$ cat src/rtl/tx_sequencer.sv
// tx_sequencer: round-robin word sequencer feeding bytes from four word ROMs to a serial transmitter.
// Optional TX_SEQ_TERMINATOR_EN appends a 0x0D byte after every word.
module tx_sequencer #(
  parameter int LEN0 = 11,
  parameter int LEN1 = 10,
  parameter int LEN2 = 7,
  parameter int LEN3 = 4
) (
  input  logic       sysclk,
  input  logic       reset,
  input  logic [3:0] req,
  input  logic       auto_en,
  input  logic [7:0] rom_data,
  input  logic       tx_busy,
  output logic [1:0] rom_sel,
  output logic [3:0] rom_addr,
  output logic [7:0] tx_data,
  output logic       tx_start,
  output logic       busy,
  output logic       word_done
);
  typedef enum logic [2:0] {
    IDLE, FETCH, SEND, WAIT_ACK, WAIT_DONE
`ifdef TX_SEQ_TERMINATOR_EN
    , TERM
`endif
  } state_t;
  state_t state_q, state_d;
  logic [3:0] pend_q, pend_d, len_sel;
  logic [1:0] last_q, last_d, sel_q, sel_d, gnt_idx;
  logic [3:0] addr_q, addr_d;
  logic [7:0] data_q, data_d;
  logic start_q, start_d, done_q, done_d, gnt_v, take, last_byte;
`ifdef TX_SEQ_TERMINATOR_EN
  logic term_q, term_d;
`endif
  always_ff @(posedge sysclk or posedge reset) begin
    if (reset) begin
      state_q <= IDLE;
      pend_q  <= '0;
      last_q  <= 2'd3;
      sel_q   <= '0;
      addr_q  <= '0;
      data_q  <= '0;
      start_q <= 1'b0;
      done_q  <= 1'b0;
`ifdef TX_SEQ_TERMINATOR_EN
      term_q  <= 1'b0;
`endif
    end else begin
      state_q <= state_d;
      pend_q  <= pend_d;
      last_q  <= last_d;
      sel_q   <= sel_d;
      addr_q  <= addr_d;
      data_q  <= data_d;
      start_q <= start_d;
      done_q  <= done_d;
`ifdef TX_SEQ_TERMINATOR_EN
      term_q  <= term_d;
`endif
    end
  end
  // Descending scan so the nearest pending word after last_q wins; auto cycling falls back to last_q+1.
  always_comb begin
    gnt_v   = auto_en;
    gnt_idx = last_q + 2'd1;
    for (int k = 4; k >= 1; k--)
      if (pend_q[2'(last_q + 2'(k))]) begin
        gnt_v   = 1'b1;
        gnt_idx = 2'(last_q + 2'(k));
      end
  end
  assign take      = (state_q == IDLE) && gnt_v;
  assign len_sel   = sel_q == 2'd0 ? 4'(LEN0) : sel_q == 2'd1 ? 4'(LEN1) : sel_q == 2'd2 ? 4'(LEN2) : 4'(LEN3);
  assign last_byte = addr_q == len_sel - 4'd1;
  always_comb begin
    state_d = state_q;
    case (state_q)
      IDLE:      state_d = gnt_v ? FETCH : IDLE;
      FETCH:     state_d = SEND;
      SEND:      state_d = tx_busy ? SEND : WAIT_ACK;
      WAIT_ACK:  state_d = tx_busy ? WAIT_DONE : WAIT_ACK;
`ifdef TX_SEQ_TERMINATOR_EN
      WAIT_DONE: state_d = tx_busy ? WAIT_DONE : !last_byte ? FETCH : term_q ? IDLE : TERM;
      TERM:      state_d = SEND;
`else
      WAIT_DONE: state_d = tx_busy ? WAIT_DONE : last_byte ? IDLE : FETCH;
`endif
      default:   state_d = IDLE;
    endcase
  end
  always_comb begin
    pend_d  = (pend_q & ~(take ? 4'd1 << gnt_idx : 4'd0)) | req;
    last_d  = take ? gnt_idx : last_q;
    sel_d   = take ? gnt_idx : sel_q;
    addr_d  = take ? 4'd0 : (state_q == WAIT_DONE && !tx_busy && !last_byte) ? addr_q + 4'd1 : addr_q;
    data_d  = state_q == FETCH ? rom_data : data_q;
    start_d = state_q == SEND && !tx_busy;
`ifdef TX_SEQ_TERMINATOR_EN
    data_d  = state_q == TERM ? 8'h0D : data_d;
    term_d  = state_q == TERM ? 1'b1 : state_q == IDLE ? 1'b0 : term_q;
    done_d  = state_q == WAIT_DONE && !tx_busy && last_byte && term_q;
`else
    done_d  = state_q == WAIT_DONE && !tx_busy && last_byte;
`endif
  end
  assign rom_sel   = sel_q;
  assign rom_addr  = addr_q;
  assign tx_data   = data_q;
  assign tx_start  = start_q;
  assign word_done = done_q;
  assign busy      = state_q != IDLE;
endmodule

$ cat config.mk
export PLATFORM = sky130hd
export DESIGN_NAME = tx_sequencer
export DESIGN_NICKNAME = d
export VERILOG_FILES = /design/src/rtl/tx_sequencer.sv
export SDC_FILE = /design/constraint.sdc
export NUM_CORES = 1
export LEC_CHECK = 0
export BUFFER_PORTS_ARGS = -buffer_cell sky130_fd_sc_hd__buf_2
export CAP_MARGIN = 20
export CORE_MARGIN = 8
export CORE_UTILIZATION = 50
export DETAILED_ROUTE_END_ITERATION = 10
export PLACE_DENSITY_LB_ADDON = 0.2
export SYNTH_ARGS = -nofsm -noshare
export SYNTH_HDL_FRONTEND = slang
export SYNTH_SLANG_ARGS = --single-unit
export TNS_END_PERCENT = 5
$ cat constraint.sdc
create_clock -name sysclk -period 2 [get_ports sysclk]
set_input_delay 0 -clock sysclk [delete_from_list [all_inputs] [get_ports sysclk]]
set_output_delay 0 -clock sysclk [all_outputs]
set_load 0.01 [all_outputs]
### After elaboration in Yosys (flattened, before gate mapping)

Cells that the tools add are included.
Widths: inputs -> output; s select.

* output and inout port bits: 17
* logic and storage cells: 67
* flip-flop bits (word level): 25

* bitwise gates (word level): 3
* order comparisons: 4
* shifts and indexed selects: 1
* eq/ne operators: 7
* reductions and logical operators: 11
* add/sub/neg operators: 5
* mux-type cells: 28

Operators by type and width (count)
* $mux 4: 5
* $pmux 3 s5: 1
* $lt 2x3->1 const B: 4
* $mux 1: 11
* $mux 2: 5
* $bmux 1 s2: 4
* $eq 3x2->1 const B: 2
* $mux 3: 2
* $logic_and 1x1->1: 5
* $add 2x2->2 const B: 2
* $add 4x1->4 const B: 1
* $and 4x4->4: 1
* $eq 4x4->1: 1
* $not 4->4: 1
* $or 4x4->4: 1
* $shl 1x2->4 const A: 1
* $sub 4x1->4 const B: 1
* $eq 3x1->1 const B: 1
* $eq 3x3->1 const B: 1
* $logic_not 3->1: 1
* $reduce_bool 3->1: 1
* $add 2x1->2 const B: 1
* $eq 2x1->1 const B: 1
* $eq 2x2->1 const B: 1
* other kinds (3): 4

### Logic depth before layout (Yosys ltp)

* word-level depth: 11
* depth in mapped cells: 5
* mapped depth without buffers: 4

### Worst setup path before layout

No wires, ideal clock.

* kind: reg2reg
* start: register addr_q[0], in the netlist rom_addr[0]
* end: register addr_q[0], in the netlist rom_addr[0]
* arrival time: 1551 ps
* cell stages (with the launch flop): 5
* clock period less this slack: 1631 ps
* slack: 369 ps
* path through: dfrtp_1 or3b_1 a2111o_1 nand3_2 mux2i_1

* word-level cells in the longest chain between the ends: 4
* elaborated cells between the ends (all ways): 7
* classes of those cells: add/sub: 1; eq/ne: 1; mux: 2; reduce/logical: 3

RTL lines
* from (decl): line 31 `logic [3:0] addr_q, addr_d;`
* from (signal assigned): line 55 `addr_q <= addr_d;`
* branches (longest 4 deep; another with $add 4x1->4)

Several ways; the timed one is not identified. The select of a mux whose other input is x is not followed.
A chain may end at the register's enable or synchronous reset.

### Worst setup path in the final report

* start: register addr_q[0], in the netlist rom_addr[0]
* end: register addr_q[1], in the netlist rom_addr[1]

The elaborated chain is that of the path after synthesis.

==> reports/qor.yml <==
run_status: "finished clean"
setup_tns_ns: 0
cp_max_fo: 8
hold_viol: 0
seqPwrFrac: 0.450
setup_ws_ns: 0.2690
swShare: 0.3956
cts.sinks: 25
grt_overflow: 0
drv_cap: 0
post-place-ws_ns: 0.2908
fillerInstances: 194
grt_pass1_wl_um: 4836
synth_nets: 129
worstSkewPairLatency_ns: 0.31
wl_per_cell_um: 14.44
p_sw_uw: 828.6
drive_above_1_share: 0.3642
cts_root_buffer: "clkbuf_4"
area_delta_synth_final_pct: 29.53
cp-end-kind: "flip-flop"
slew_viol_final: 0
clock_power_share: 0.106
multiInputGateArea_um2: 591.8
p_leak_nw: 0.7101
worst_pin_slew_ns: 0.5738
ff_latch_area_um2: 628.1
grt_max_degree: 26
fin_worst_skew_ns: 0.002130
dp.cells: 174
fin_crit_ns: 1.731
r2r_cells: 4
critPathLaunchType: "flip-flop"
hold_path.startpoint: "auto_en"
vias_per_cell: 5.266
n_antenna_cell: 0
ir_drop_v: 0.0008524
htreeDepth: 1
ys.warnings.count: 0
ios: 33
place_congestion: 0.8425
numPortBuffers: 32
die_h_um: 66
clockBufferDepth: 2
hold_slack_ns: 0.01746
initial_core_util: 0.5139
min_path_cells: 3
die-width_um: 66
cts_inserted_buffers: 3
combPwrFrac: 0.444
synth_top_area_frac: 0.4605
drt-pass1-iter-count: 4
synth-edff-count: 0
ant_nets: 0
cp_data_arrival_time_ns: 1.98
hold_class: "input pin to flip-flop"
report.final.setup_viol: 0
antenna_found_initial: 0
avgSynthCellArea_um2: 11.16
rsz0062_at_grt: "false"
synth-seq-cells: 25
grt_pass1_vias: 1061
fin_nets: 180
track_usage: 0.1382
syn-cell-area_um2: 1250
yosys-top-cells-area: "dfrtp_1 46%, mux2_2 7.2%, nor2_1 4.5%, dfstp_2 4.2%, inv_1 2.1%"
yosysMostFrequentCell: "dfrtp_1"
wl_um: 2773
placementRows: 18
synth_top_cell_by_area: "dfrtp_1"
rr_startpoint: "rom_addr[0]"
power.internal_mw: 1.266
yosys-top-cells-count: "23 x dfrtp_1, 15 x nor2_1, 8 x mux2_2"
synth.distinct_cells: 42
synthCells: 112
finalNonFillerCells: 192
cp-startpoint: "rom_addr[0]"
vias: 1011
synth-main-ff-cell: "dfrtp_1"
cts_tree: "done"
path_clk_slew_ns: 0.13
dp_hpwl_um: 2043
drcViolationCount: 0
core_area_um2: 2432
maxSlewHeadroom: 0.6158
fin_crit_sh: 0.8655
power_density_nw_per_um2: 1294
synth_seq_area_share: 0.5025
finalPower_mw: 2.095
fmax_mhz: 577.7
drt_iter0_drc: 52
async_flop_share: 1.000
die_area_um2: 4356
cp.required_ns: 2.25
crit_type: "flip-flop to flip-flop"
-- worst paths after layout --
| check | end | slack [ns] |
|---|---|---|
| max in group asynchronous | last_q[1] | 1.45 |
| worst min register to register | tx_data[3] | 0.52 |
| min in group asynchronous | pend_q[2] | 0.26 |
| worst max register to register | rom_addr[1] | 0.27 |
| worst min-delay path | state_q[0] | 0.02 |
| worst max-delay path | rom_addr[1] | 0.27 |
-- worst max-delay path, cell delays in order, from the launching register on --
cell and delay, ns:
dfrtp_1 0.48, or3b_1 0.45, a2111o_1 0.41, nand3_2 0.14, mux2i_1 0.20
-- flip-flops by register name, summed over array words and instances, names as in the netlist --
register,flops
word_done,1
tx_data,8
last_q,2
rom_addr,4
rom_sel,2
state_q,3
pend_q,4
tx_start,1
-- layer usage --
metal,vias to the layer above,GRT usage,wire (um)
met2,22,0.2436,1378
met3,4,0.03390,177
met5,-,0,0
li1,508,-,-
met1,477,0.1614,1196
met4,0,0.04000,21
-- kinds of logic (layout without fill, tap and decap cells) --
family | after synthesis | in the layout | synth area share
and+or+nand+nor | 43 | 43 | 0.2092
buffers and inverters | 8 | 58 | 0.02402
muxes | 10 | 10 | 0.08809
DFF | 25 | 25 | 0.5025
xor gates and xnor gates | 1 | 1 | 0.007008
adders and majority gates | 1 | 1 | 0.01001
AOI/OAI and AO/OA | 24 | 24 | 0.1592
-- cell usage in the layout (no fill, tap or decap), types with 2 or more instances in the layout --
master,count
a31oi_1,4
a21oi_1,4
a21boi_0,2
mux2i_1,2
nor2b_1,3
buf_2,32
inv_1,7
dfstp_2,2
dfrtp_1,23
clkbuf_4,3
nand3_1,3
nand2_1,3
o21ai_0,2
nand3b_1,3
nor2_1,15
and3_1,2
dlygate4sd3_1,14
or3b_2,3
mux2_2,8
-- through the flow --
step / cell area [um2] / util
2_1_floorplan: 1250 / -
6_report: 1619 / 0.6656
5_1_grt: 1619 / 0.6656
3_5_place_dp: 1451 / 0.5967
4_1_cts: 1619 / 0.6656
3_3_place_gp: 1451 / 0.5967
-- power groups by stage --
stage | Combinational (mW) | Clock, mW | Sequential (mW)
CTS | 0.944 | 0.230 | 0.943
global route | 1.04 | 0.248 | 0.974
finish | 0.930 | 0.223 | 0.942
global placement | 0.892 | 0 | 0.931
detailed placement | 0.917 | 0 | 0.955
floorplan | 0.620 | 0 | 0.949
-- timing repair --
| item | CTS | global route |
|---|---|---|
| hold buffers | 14 | 0 |
| hold endpoints to repair | 40 | 0 |
| gates resized for setup | 0 | 0 |
| buffers inserted | 0 | 0 |
-- area by class of cell --
cell class                      instances  area share
Multi-Input combinational cell         79      0.3655
Clock buffer                            3     0.01391
Sequential cell                        25      0.3879
Inverter                                7     0.01623
Timing Repair Buffer                   47      0.1901
Tap cell                               30     0.02318
Clock inverter                          1    0.003091
(Power assumes the default switching activity.)
